File: config.mk
export PLATFORM = sky130hd
export DESIGN_NAME = neo_frame_buffer
export DESIGN_NICKNAME = d
export VERILOG_FILES = /design/src/rtl/neo_frame_buffer.sv
export SDC_FILE = /design/constraint.sdc
export NUM_CORES = 1
export LEC_CHECK = 0
export ABC_AREA = 1
export BUFFER_PORTS_ARGS = -buffer_cell sky130_fd_sc_hd__buf_4
export CORE_MARGIN = 10
export CORE_UTILIZATION = 35
export DETAILED_ROUTE_END_ITERATION = 10
export PLACE_DENSITY = 0.46
export SLEW_MARGIN = 20
export SYNTH_ARGS = -nofsm -noshare
export SYNTH_HDL_FRONTEND = slang
export SYNTH_SLANG_ARGS = --single-unit
File: constraint.sdc
create_clock -name clk -period 3.1 [get_ports clk]
set_input_delay 0.155 -clock clk [delete_from_list [all_inputs] [get_ports clk]]
set_output_delay 0.155 -clock clk [all_outputs]
set_load 0.005 [all_outputs]
File: src/rtl/neo_frame_buffer.sv
// Double-buffered pixel store for an addressable-LED chain: writes fill the back
// bank, a swap exchanges banks between frames, and one frame streams out pixel by pixel.
module neo_frame_buffer #(
  parameter int NUM_PIX = 8,
  parameter int ADDR_W  = 3
) (
  input  logic              clk,
  input  logic              rst,
  input  logic              wr_en,
  input  logic [ADDR_W-1:0] wr_addr,
  input  logic [23:0]       wr_data,
  input  logic              swap,
  input  logic              frame_start,
  output logic              px_valid,
  input  logic              px_ready,
  output logic [23:0]       px_data,
  output logic              px_last,
  output logic              frame_done,
  output logic              busy,
  output logic              swap_pending,
  output logic              active_bank,
  output logic              start_ovr
);

  // Handshake: a pixel transfers on a rising edge where px_valid & px_ready are both 1;
  // px_valid never depends combinationally on px_ready and data holds until transfer.

  typedef enum logic [1:0] {IDLE, FETCH, PRESENT, DONE} state_t;

  localparam int                DEPTH     = 2 ** (ADDR_W + 1);
  localparam logic [ADDR_W-1:0] LAST_IDX  = ADDR_W'(NUM_PIX - 1);
  localparam logic [ADDR_W:0]   NUM_PIX_W = (ADDR_W + 1)'(NUM_PIX);

  state_t            state_q;
  logic [ADDR_W-1:0] idx_q;
  logic              px_valid_q;
  logic [23:0]       px_data_q;
  logic              px_last_q;
  logic              frame_done_q;
  logic              swap_pending_q;
  logic              active_bank_q;
  logic              start_ovr_q;

  // Physical word address is {bank, pixel index}; each bank spans 2**ADDR_W slots.
  logic [23:0] mem_q [DEPTH];

  logic wr_ok;
  assign wr_ok = wr_en && ({1'b0, wr_addr} < NUM_PIX_W);

  function automatic logic [23:0] bitrev(input logic [23:0] w);
    logic [23:0] r;
    for (int i = 0; i < 24; i++) r[i] = w[23-i];
    return r;
  endfunction

  // RAM contents survive reset; writes only ever target the back bank.
  always_ff @(posedge clk) begin
    if (wr_ok) mem_q[{~active_bank_q, wr_addr}] <= wr_data;
  end

  always_ff @(posedge clk) begin
    if (!rst) begin
      state_q        <= IDLE;
      idx_q          <= '0;
      px_valid_q     <= 1'b0;
      px_data_q      <= '0;
      px_last_q      <= 1'b0;
      frame_done_q   <= 1'b0;
      swap_pending_q <= 1'b0;
      active_bank_q  <= 1'b0;
      start_ovr_q    <= 1'b0;
    end else begin
      if (swap) swap_pending_q <= 1'b1;
      if (frame_start && (state_q != IDLE)) start_ovr_q <= 1'b1;

      case (state_q)
        IDLE: begin
          // A swap seen in the same cycle as frame_start lands before the fetch.
          if (swap || swap_pending_q) begin
            active_bank_q  <= ~active_bank_q;
            swap_pending_q <= 1'b0;
          end
          if (frame_start) begin
            idx_q   <= '0;
            state_q <= FETCH;
          end
        end
        FETCH: begin
          px_data_q  <= bitrev(mem_q[{active_bank_q, idx_q}]);
          px_last_q  <= (idx_q == LAST_IDX);
          px_valid_q <= 1'b1;
          state_q    <= PRESENT;
        end
        PRESENT: begin
          if (px_valid_q && px_ready) begin
            px_valid_q <= 1'b0;
            px_last_q  <= 1'b0;
            if (idx_q == LAST_IDX) begin
              frame_done_q <= 1'b1;
              state_q      <= DONE;
            end else begin
              idx_q   <= idx_q + ADDR_W'(1);
              state_q <= FETCH;
            end
          end
        end
        DONE: begin
          frame_done_q <= 1'b0;
          state_q      <= IDLE;
        end
        default: state_q <= IDLE;
      endcase
    end
  end

  assign px_valid     = px_valid_q;
  assign px_data      = px_data_q;
  assign px_last      = px_last_q;
  assign frame_done   = frame_done_q;
  assign busy         = (state_q != IDLE);
  assign swap_pending = swap_pending_q;
  assign active_bank  = active_bank_q;
  assign start_ovr    = start_ovr_q;

endmodule

==> out/results.tsv, run 1 <==
stage	metric	value	unit
status	status	finished clean	
synth	Avg Inst Size Synth	11.3	um2
clock_tree	# Post-CTS Setup Buffers	0	
grt	largest net degree at the start of global routing	109	
timing	Period Utilization, post-route	0.686	
synth	Post-Syn Area	16700	um2
grt	vias in the first global route	11000	
floorplan	Die X	239	um
routing	vias per inst	4.93	
timing	Tmin final	2.13	ns
finish	layout cells sized above 1	0.119	
clock_tree	PostCTS Resize Cnt	0	
finish	Final Instance Area	20000	um2
pwr	Max IR drop VDD	0.000387	V
placed_design	Place WS	0.938	ns
pwr	Power Density	702	nW/um2
grt	total grt overflow	0	
synth	Post-synth EDFFs	384	
routing	Antenna Nets Post-Route	0	
timing	FMAX	470	MHz
floorplan	Die ar.	57000	um2
setup_path	crit path max fanout	15	
synth	Post-synth top flop	edfxtp_1	
placed_design	placer congestion estimate	0.751	
clock_tree	Clock transition at path regs	0.06	ns
timing	total negative slack	0	ns
placed_design	dpl hpwl	26000	um
grt	first-pass GRT wire length	70000	um
clock_tree	Sink Count	419	
timing	slew at the pin closest to its max-slew limit	0.814	ns
pwr	Pleak	7.44	nW
finish	area delta synth->final	19.2	%
timing	Slew HR	0.456	
clock_tree	hold buffers post-CTS	29	
synth	synth top area cells	edfxtp_1 69%, nand2_1 12%, nand3_1 9.5%	
routing	drc violations	0	
grt	gr usage total	0.163	
synth	cell accounting for the most synthesized area	edfxtp_1	
timing	final setup fails	0	
grt	initial antenna violation count	2	
floorplan	core area	47500	um2
floorplan	Initial Utilization	0.352	
timing	Setup Skew	0.0195	ns
clock_tree	CTS Buffer Depth	3	
synth	share of the synthesized area in the top cell type	0.689	
setup_path	startpoint types	register	
clock_tree	CTS buffer count	46	
finish	Final nets	1609	
flow_run	Max-Cap Viols	0	
routing	Detailed Routing Iterations Pass 1	5	
clock_tree	CTS Root Cell	clkbuf_16	
placed_design	Placed Cells	2112	
synth	YS warnings	0	
synth	Post-Synthesis Cells	1481	
timing	fin worst setup slack	0.973	ns
routing	vias after detailed routing	11000	
setup_path	Worst Setup End Kind	register	
setup_path	Worst Path Arrival	2.41	ns
synth	top-count cell post-synth	nand2_1	
timing	Final Hold Vio Count	0	
synth	Synth Net Count	1516	
floorplan	I/O pin cnt	64	
placed_design	IO buf count	63	
synth	Post-synth top cells	528 x nand2_1, 384 x edfxtp_1, 316 x nand3_1	
synth	Post-synth ARST share	0	
setup_path	critical path type	reg -> reg	
pwr	Pwr Total	14.0	mW
clock_tree	CTS tree	done	
finish	# diodes	0	
timing	Slew Viols, Final	0	
floorplan	die span in y	239	um
routing	per-cell routed wire length	20.8	um
setup_path	Critical Path Max Stage Delay	0.72	ns
synth	synthesis-stage register bit count	419	
clock_tree	htree depth	2	
finish	fin cells	2224	
worst_hold_path	Hold Crit Class	in -> reg	
timing	RSZ-0062 raised after global routing	no	
floorplan	row count	80	
routing	Initial DRC Count	702	
clock_tree	worst skew pair latency	0.58	ns
routing	Routed WL	46200	um
setup_path	Slowest cell on crit path	nor2_4	
setup_path	critical path, cell by cell	clkinv_1 > nand2_1 > nor2_4 > buf_4	
synth	post-synth cell types	18	
synth	Seq/Total Area, Yosys	0.731	
placed_design	dpl cell area	18200	um2
setup_path	Required @ worst endpoint	3.38	ns
[per-stage QoR]
stage	hold slack (ns)	utilization
finish	0.213	0.420
global route	0.201	0.420
CTS	0.179	0.420
detailed placement	0.394	0.383
global placement	0.387	0.383
floorplan	0.254	-
[layout by cell type, fill, tap and decap left out]
cell type      netlist  final
nand2_1            528    528
nor2_1              77     60
clkinv_1             1     11
nor2_4               0     17
clkbuf_1            20      7
a211oi_1             1      1
bufinv_16            0      3
nor3_1               1      1
o21ai_2              1      1
a21oi_1              8      8
inv_2                2      1
buf_12               0     16
dfxtp_1             35     32
dfxtp_4              0      2
clkbuf_16            0     49
edfxtp_1           384    384
clkinv_2             0     14
inv_1               37     36
dlygate4sd3_1        0     29
inv_6                0      1
clkinvlp_4           0      1
dfxtp_2              0      1
buf_4                4     86
nand3_1            316    316
o21ai_0              2      2
ha_1                 2      2
[power breakdown]
part | total (mW) | switching [mW] | internal, mW
clock network | 5.31 | 2.20 | 3.11
registers | 6.40 | 0.0725 | 6.33
logic | 2.30 | 1.58 | 0.712
[path summary, 6_finish.rpt]
| path | cells after the start | slack (ns) | from | to |
|---|---|---|---|---|
| worst max-delay path | 4 | 0.97 | active_bank | mem_q[15][22] |
| worst min-delay path | 4 | 0.21 | wr_addr[1] | mem_q[8][23] |
| worst max register to register | 4 | 0.97 | active_bank | mem_q[15][22] |
| worst min register to register | 2 | 0.46 | px_last | px_last |
[sequential cells by signal, indices dropped and copies added, names as in the netlist]
name / flops
px_data: 24
px_valid: 1
mem_q: 384
frame_done: 1
px_last: 1
swap_pending: 1
active_bank: 1
start_ovr: 1
state_q: 2
idx_q: 3
[critical path: cells and delay by family (launching register included)]
family                 cells  cell delay (ns)
AND/OR/NAND/NOR            2             1.01
buffers and inverters      2             0.50
flip-flops                 1             0.32
[cell type report]
class / instances / area [um2]
clock buffers: 56 / 1250
repair buffers: 131 / 1260
inverters: 40 / 156
flip-flops and latches: 419 / 12200
well taps: 615 / 769
multi-input cells: 936 / 4080
fillers: 4505 / 27600
clock inverters: 27 / 200
[metal layers]
layer  track usage  up-vias  wire [um]
li1              -     5288          -
met1         0.219     5370      21200
met2         0.266      237      21900
met3        0.0319       68       2140
met4        0.0427        4        924
met5             0        -         23
[cells by family (layout without fill, tap and decap cells)]
family | count (synthesis) | in the layout | synth area share
AOI/OAI and AO/OA | 12 | 12 | 0.00396
buffers and inverters | 126 | 254 | 0.0331
adders and majority gates | 2 | 2 | 0.00150
and+or+nand+nor | 922 | 922 | 0.231
DFF | 419 | 419 | 0.731
Power figures use the tool's default switching activity.
==> run 2, diff against run 1 <==
Settings changed: ABC_AREA 1 to 0, PLACE_DENSITY 0.46 to 0.48.
Clock period 3.1 ns to 1.84 ns, I/O delays scaled along.
==> run 2 against run 1 <==
  * The flow now finishes with violations (negative setup slack)
  * First-iteration DRC count decreased by 13%
  * Critical path type unchanged
  * Largest cell class unchanged
  * Sequential cell count unchanged
  * Maximum frequency rose by 14%
  * Synthesized cell count shrank 47%
  * Cell area up 1.5%
  * Global-route usage down 2.4 points
  * Combinational power decreased by 49%
  * Synthesized area decreased by 4.1%
  * Core utilization is 2.6 points higher
  * Clock power grew 69%
==> out/results.tsv, run 2 <==
stage	metric	value	unit	change
finish	Fill cells	3893		-14%
pwr	Max IR drop VDD	0.000778	V	+100%
floorplan	row count	78		-2.5%
floorplan	core area	45400	um2	-4.6%
timing	Setup Skew	0.0143	ns	-0.00523 ns
synth	simple-gate portion of the synthesized area	0.0225		-0.208
synth	YS warnings	0		unchanged
finish	number of flip-flops in the largest register	384		unchanged
grt	vias in the first global route	8365		-24%
finish	layout cells sized above 1	0.355		+0.235
routing	drc violations	0		unchanged
timing	final setup fails	4		+4
clock_tree	Clock transition at path regs	0.06	ns	about the same
synth	Post-Syn Area	16000	um2	-4.1%
routing	vias per inst	5.01		+1.7%
grt	total grt overflow	0		unchanged
synth	cell accounting for the most synthesized area	edfxtp_1		
floorplan	die span in y	234	um	-1.9%
finish	most common cell after layout, fill and taps aside	edfxtp_1		
setup_path	Slowest cell on crit path	mux4_2		
floorplan	I/O pin cnt	64		unchanged
timing	fin worst setup slack	-0.0231	ns	-0.996 ns
timing	slew at the pin closest to its max-slew limit	0.562	ns	-0.252 ns
routing	Detailed Routing Iterations Pass 1	5		unchanged
grt	first-pass GRT wire length	55700	um	-20%
pwr	Power Density	1030	nW/um2	+47%
placed_design	dpl hpwl	21500	um	-17%
timing	Final Hold Vio Count	0		unchanged
synth	post-synthesis compound-gate area fraction	0.0388		+0.0348
synth	Avg Inst Size Synth	20.6	um2	+82%
placed_design	Placed Cells	1463		-31%
floorplan	Die ar.	54800	um2	-3.8%
finish	area delta synth->final	26.2	%	
finish	# diodes	0		unchanged
grt	initial antenna violation count	1		-1
synth	Synth Area in XOR/XNOR	0.000546		+0.000546
flow_run	Max-Cap Viols	0		unchanged
timing	Slew HR	0.625		+0.169
setup_path	critical path type	reg -> reg		
synth	multiplexer area fraction after synthesis	0.159		+0.159
setup_path	Worst Setup End Kind	register		
synth	top-count cell post-synth	edfxtp_1		
clock_tree	CTS Buffer Depth	3		unchanged
finish	commonest non-fill, non-tap cells in the layout	384 x edfxtp_1, 112 x buf_4, 65 x mux4_2		
synth	Post-synth EDFFs	384		unchanged
setup_path	Critical Path Max Stage Delay	0.48	ns	-0.24 ns
timing	Min Hold Slack	0.140	ns	-0.0734 ns
status	status	finished, violations left		
status	failing checks	negative setup slack		
clock_tree	htree depth	2		unchanged
timing	Period Utilization, post-route	1.01		+0.327
setup_path	critical path, cell by cell	buf_6 > buf_12 > buf_12 > mux4_2 > mux2_2 > a22oi_2 > nand2_1		
timing	Tmin final	1.86	ns	-0.264 ns
routing	Initial DRC Count	608		-13%
synth	synthesis-stage register bit count	419		unchanged
grt	gr usage total	0.139		-0.0240
synth	share of the synthesized area in the top cell type	0.719		+0.0295
synth	post-synth cell types	36		+18
floorplan	Die X	234	um	-1.9%
synth	synth top area cells	edfxtp_1 72%, mux4_1 6.4%, mux4_2 4.5%		
timing	RSZ-0062 raised after global routing	yes		
finish	Biggest register	mem_q		
timing	FMAX	537	MHz	+14%
routing	Routed WL	38800	um	-16%
synth	Synth Net Count	814		-46%
setup_path	Worst path most repeated cell	buf_12		
finish	fin cells	1607		-28%
synth	Post-synth top flop	edfxtp_1		
synth	Post-synth ARST share	0		unchanged
setup_path	startpoint types	register		
clock_tree	CTS Root Cell	clkbuf_16		
worst_hold_path	Hold Crit Class	in -> reg		
pwr	Pleak	6.55	nW	-12%
floorplan	Initial Utilization	0.354		+0.00162
placed_design	placer congestion estimate	0.690		-8.1%
timing	Slew Viols, Final	0		unchanged
synth	Adder-Cell Fraction of Synth Area	0.00156		+0.0000641
setup_path	Worst Path Arrival	2.31	ns	-0.10 ns
setup_path	crit path max fanout	7		-8
clock_tree	CTS tree	done		
synth	Post-Synthesis Cells	779		-47%
routing	Antenna Nets Post-Route	0		unchanged
grt	largest net degree at the start of global routing	29		-73%
clock_tree	Sink Count	419		unchanged
clock_tree	CTS buffer count	46		unchanged
setup_path	Required @ worst endpoint	2.29	ns	-1.09 ns
placed_design	IO buf count	63		unchanged
synth	largest family of logic cells by synthesized area	multiplexers		
synth	Post-synth top cells	384 x edfxtp_1, 53 x mux2i_1, 48 x a22oi_1		
synth	Seq/Total Area, Yosys	0.762		+0.0313
routing	per-cell routed wire length	24.2	um	+16%
finish	Final nets	1005		-38%
clock_tree	worst skew pair latency	0.57	ns	about the same
timing	total negative slack	-0.0462	ns	-0.0462 ns
routing	vias after detailed routing	8057		-27%
## run 2: cell types whose count changed after synthesis, sizes merged, moves of 8 or more
cell    delta
a22oi     +48
buf       -48
clkbuf     +8
inv       -37
mux2      +24
mux2i     +53
mux4      +71
nand2    -499
nand3    -314
nor2      -61
nor2b      +8
o211ai    +23
## run 2: path summary, 6_finish.rpt
| kind | cells after the start | endpoint | from | slack (ns) |
|---|---|---|---|---|
| worst max register to register | 7 | px_data[8] | idx_q[1] | -0.02 |
| worst max-delay path | 7 | px_data[8] | idx_q[1] | -0.02 |
| worst min-delay path | 3 | mem_q[10][18] | wr_addr[0] | 0.14 |
| worst min register to register | 2 | px_data[10] | px_data[10] | 0.48 |
## run 2: where the power goes
group | switching [mW] | internal, mW | total (mW)
logic | 0.631 | 0.545 | 1.18
clock network | 3.62 | 5.39 | 9.00
registers | 0.0925 | 10.6 | 10.7
total | 4.34 | 16.5 | 20.9
## run 2: layout make-up
class                           instances  area, um2  area share
Clock buffer                           72       1410      0.0697
Clock inverter                         13       91.3     0.00451
Inverter                                2       7.51    0.000371
Multi-Input combinational cell        312       3710       0.183
Sequential cell                       419      12200       0.605
Tap cell                              600        751      0.0371
Timing Repair Buffer                  189       2030       0.100
## run 2: stage by stage
stage	instance area, um2	worst slack, ns	utilization	power, mW
floorplan	16200	0.0299	-	11.4
global placement	18100	-0.104	0.399	12.0
detailed placement	18100	-0.0490	0.399	12.0
CTS	19900	-0.0393	0.438	21.1
global route	20200	-0.0793	0.446	21.6
finish	20200	-0.0231	0.446	20.9
## run 2: cell families (layout without fill, tap and decap cells)
group | after synthesis | in the layout
XOR/XNOR | 1 | 1
AND/OR/NAND/NOR | 75 | 75
buffers and inverters | 48 | 276
flip-flops | 419 | 419
AO/OA/AOI/OAI | 86 | 86
multiplexers | 148 | 148
adder cells (fa/ha/maj) | 2 | 2
## run 2: metal layers
metal	wire length [um]	global-route usage
met3	1600	0.0277
met4	631	0.0347
met2	19300	0.236
met1	17200	0.181
met5	7	0
## run 2: worst max-delay path: cells and delay by family (launching register included)
| kind | cells | cell delay [ns] |
|---|---|---|
| AO/OA/AOI/OAI | 1 | 0.14 |
| flip-flops | 1 | 0.39 |
| AND/OR/NAND/NOR | 1 | 0.06 |
| multiplexers | 2 | 0.76 |
| buffers and inverters | 3 | 0.39 |
## run 2: repair_timing
action	in CTS	in global routing
hold buffers	30	0
gates resized for setup	13	64
pin swaps	0	20
hold endpoints to repair	395	0
endpoints found under the setup margin	19	27
gates cloned	0	4
setup buffers	6	21
==> run 3, diff against run 2 <==
Settings changed: CELL_PAD_IN_SITES_DETAIL_PLACEMENT set to 0, CELL_PAD_IN_SITES_GLOBAL_PLACEMENT set to 1, PLACE_DENSITY 0.48 to 0.53.
==> run 3 against run 2 <==
  * The flow still finishes with violations (negative setup slack)
  * First-iteration DRC count is 9.0% lower
  * Sequential power about the same
  * Maximum frequency decreased by 1.8%
  * Core utilization fell by 0.094 points
  * Total power fell by 0.39%
  * Register-to-register slack lost 0.03 ns
  * Clock-buffer cell count is 8 lower
  * Clock power fell by 1%
  * Largest cell class unchanged
  * Largest power group unchanged
==> out/results.tsv, run 3 (synthesized netlist as in run 2, its figures left out) <==
stage	metric	value	unit	change
finish	most common cell after layout, fill and taps aside	edfxtp_1		
setup_path	Worst Path Arrival	2.36	ns	+0.05 ns
floorplan	die span in y	234	um	unchanged
finish	Biggest register	mem_q		
timing	Period Utilization, post-route	1.03		+0.0189
setup_path	Slowest cell on crit path	mux4_2		
grt	largest net degree at the start of global routing	28		-3.4%
routing	Antenna Nets Post-Route	0		unchanged
clock_tree	Sink Count	419		unchanged
placed_design	placer congestion estimate	0.690		about the same
flow_run	Max-Cap Viols	0		unchanged
clock_tree	CTS Root Cell	clkbuf_16		
finish	commonest non-fill, non-tap cells in the layout	384 x edfxtp_1, 92 x buf_4, 59 x mux4_2		
grt	first-pass GRT wire length	57500	um	+3.2%
grt	initial antenna violation count	0		-1
placed_design	dpl hpwl	22600	um	+5.0%
setup_path	critical path, cell by cell	buf_12 > buf_12 > buf_16 > mux4_2 > mux2_4 > a22oi_2 > nand2_1		
placed_design	Placed Cells	1458		-0.34%
worst_hold_path	hold_sp	wr_addr[0]		
setup_path	r2r startpoint	idx_q[1]		
floorplan	Die X	234	um	unchanged
grt	vias in the first global route	8636		+3.2%
routing	Initial DRC Count	553		-9.0%
timing	final setup fails	11		+7
floorplan	Initial Utilization	0.354		unchanged
finish	# diodes	0		unchanged
status	failing checks	negative setup slack		
pwr	Power Internal	16.5	mW	about the same
pwr	Clock Power Share	0.427		-0.005
timing	RSZ-0062 raised after global routing	yes		
routing	drc violations	0		unchanged
setup_path	WP buf/inv	3		unchanged
clock_tree	Clock transition at path regs	0.06	ns	about the same
timing	FMAX	527	MHz	-1.8%
setup_path	crit path max fanout	5		-2
grt	total grt overflow	0		unchanged
pwr	Net Switching	4.27	mW	-1.7%
setup_path	FF-to-FF setup slack	-0.06	ns	-0.03 ns
setup_path	startpoint types	register		
floorplan	Die ar.	54800	um2	unchanged
timing	Final Hold Vio Count	0		unchanged
routing	vias per inst	5.11		+1.9%
setup_path	critical path type	reg -> reg		
timing	total negative slack	-0.321	ns	-0.275 ns
setup_path	Worst Setup End Kind	register		
timing	Slew Viols, Final	0		unchanged
finish	fin cells	1587		-1.2%
setup_path	crit-path leading delay family	multiplexers		
timing	slew at the pin closest to its max-slew limit	0.473	ns	-0.0898 ns
setup_path	R2R cell count	7		unchanged
clock_tree	CTS buffer count	45		-2.2%
pwr	Sequential Power Share	0.514		+0.002
floorplan	core area	45400	um2	unchanged
finish	final core occ	0.445		-0.000938
timing	Min Hold Slack	0.144	ns	+0.00392 ns
clock_tree	CTS tree	done		
status	status	finished, violations left		
timing	Setup Skew	0.0210	ns	+0.00672 ns
pwr	Power Density	1030	nW/um2	-0.18%
grt	gr usage total	0.144		+0.00459
routing	Detailed Routing Iterations Pass 1	5		unchanged
floorplan	I/O pin cnt	64		unchanged
placed_design	IO buf count	63		unchanged
pwr	Max IR drop VDD	0.000789	V	+1.4%
pwr	Net Sw Frac	0.205		-0.00269
worst_hold_path	WHS Path Cells	3		unchanged
worst_hold_path	Hold EP	mem_q[14][4]		
worst_hold_path	Hold Crit Class	in -> reg		
routing	per-cell routed wire length	24.8	um	+2.7%
setup_path	Critical Path Max Stage Delay	0.51	ns	+0.03 ns
finish	Fill cells	3865		-0.72%
setup_path	Worst path most repeated cell	buf_12		
setup_path	capturing point of the worst reg2reg path	px_data[21]		
clock_tree	worst skew pair latency	0.57	ns	about the same
timing	fin worst setup slack	-0.0578	ns	-0.0348 ns
floorplan	row count	78		unchanged
clock_tree	htree depth	2		unchanged
routing	Routed WL	39400	um	+1.5%
finish	number of flip-flops in the largest register	384		unchanged
finish	area delta synth->final	25.9	%	
timing	Tmin final	1.90	ns	+0.0348 ns
pwr	Comb pwr share	0.059		+0.003
clock_tree	CTS Buffer Depth	3		unchanged
finish	layout cells sized above 1	0.338		-0.0161
timing	Slew HR	0.684		+0.0590
finish	Final nets	987		-1.8%
setup_path	Required @ worst endpoint	2.30	ns	about the same
routing	vias after detailed routing	8107		+0.62%
pwr	Pleak	6.47	nW	-1.2%
## run 3: cell types whose count changed in the layout (fill, tap and decap cells not counted), sizes merged
cell,previous run,this run
clkbuf,76,66
buf,155,140
clkinv,11,12
bufinv,1,4
clkinvlp,0,1
## run 3: final cells by class
type	count	area (um2)	area share
Multi-Input combinational cell	312	3780	0.187
Clock inverter	18	189	0.00935
Tap cell	600	751	0.0372
Inverter	2	7.51	0.000372
Timing Repair Buffer	172	1970	0.0973
Clock buffer	64	1270	0.0629
Sequential cell	419	12200	0.606
## run 3: power by group through the flow
| stage | Combinational [mW] | Sequential (mW) | Clock (mW) |
|---|---|---|---|
| detailed placement | 1.14 | 10.9 | 0 |
| floorplan | 0.568 | 10.8 | 0 |
| finish | 1.23 | 10.7 | 8.87 |
| global placement | 1.11 | 10.9 | 0 |
| global route | 1.32 | 10.7 | 9.53 |
| CTS | 1.21 | 10.7 | 9.12 |
## run 3: through the flow
step	cell area (um2)	power, mW	setup slack [ns]
floorplan	16200	11.4	0.0299
finish	20200	20.8	-0.0578
detailed placement	18100	12.0	-0.107
global route	20200	21.6	-0.125
global placement	18100	12.0	-0.104
CTS	20000	21.0	-0.0832
## run 3: repair_timing
action                                  4_1_cts  5_1_grt
pin swaps                                     9       10
endpoints found under the hold margin       395        0
hold buffers                                 30        0
gates resized for setup                      25       56
buffers inserted                              7        8
endpoints found under the setup margin       21       25
cloned                                        3        2
## run 3: worst max-delay path by stage
stage | slack (ns) | startpoint | depth (start not counted) | to
2_1_floorplan | 0.03 | active_bank | 4 | mem_q[10][0]
3_3_place_gp | -0.10 | idx_q[1] | 5 | px_data[6]
3_5_place_dp | -0.11 | idx_q[1] | 5 | px_data[13]
4_1_cts | -0.08 | idx_q[1] | 6 | px_data[13]
5_1_grt | -0.12 | idx_q[1] | 7 | px_data[21]
6_report | -0.06 | idx_q[1] | 7 | px_data[21]
## run 3: routing by layer
metal / global-route usage / wire [um]
met1: 0.184 / 17100
met2: 0.245 / 19800
met3: 0.0253 / 1550
met4: 0.0456 / 878
met5: 0 / 0
## run 3: worst register-to-register path, stage by stage, from the launching register on
cell and delay (ns):
dfxtp_4 0.37, buf_12 0.15, buf_12 0.14, buf_16 0.14
mux4_2 0.51, mux2_4 0.28, a22oi_2 0.14, nand2_1 0.06
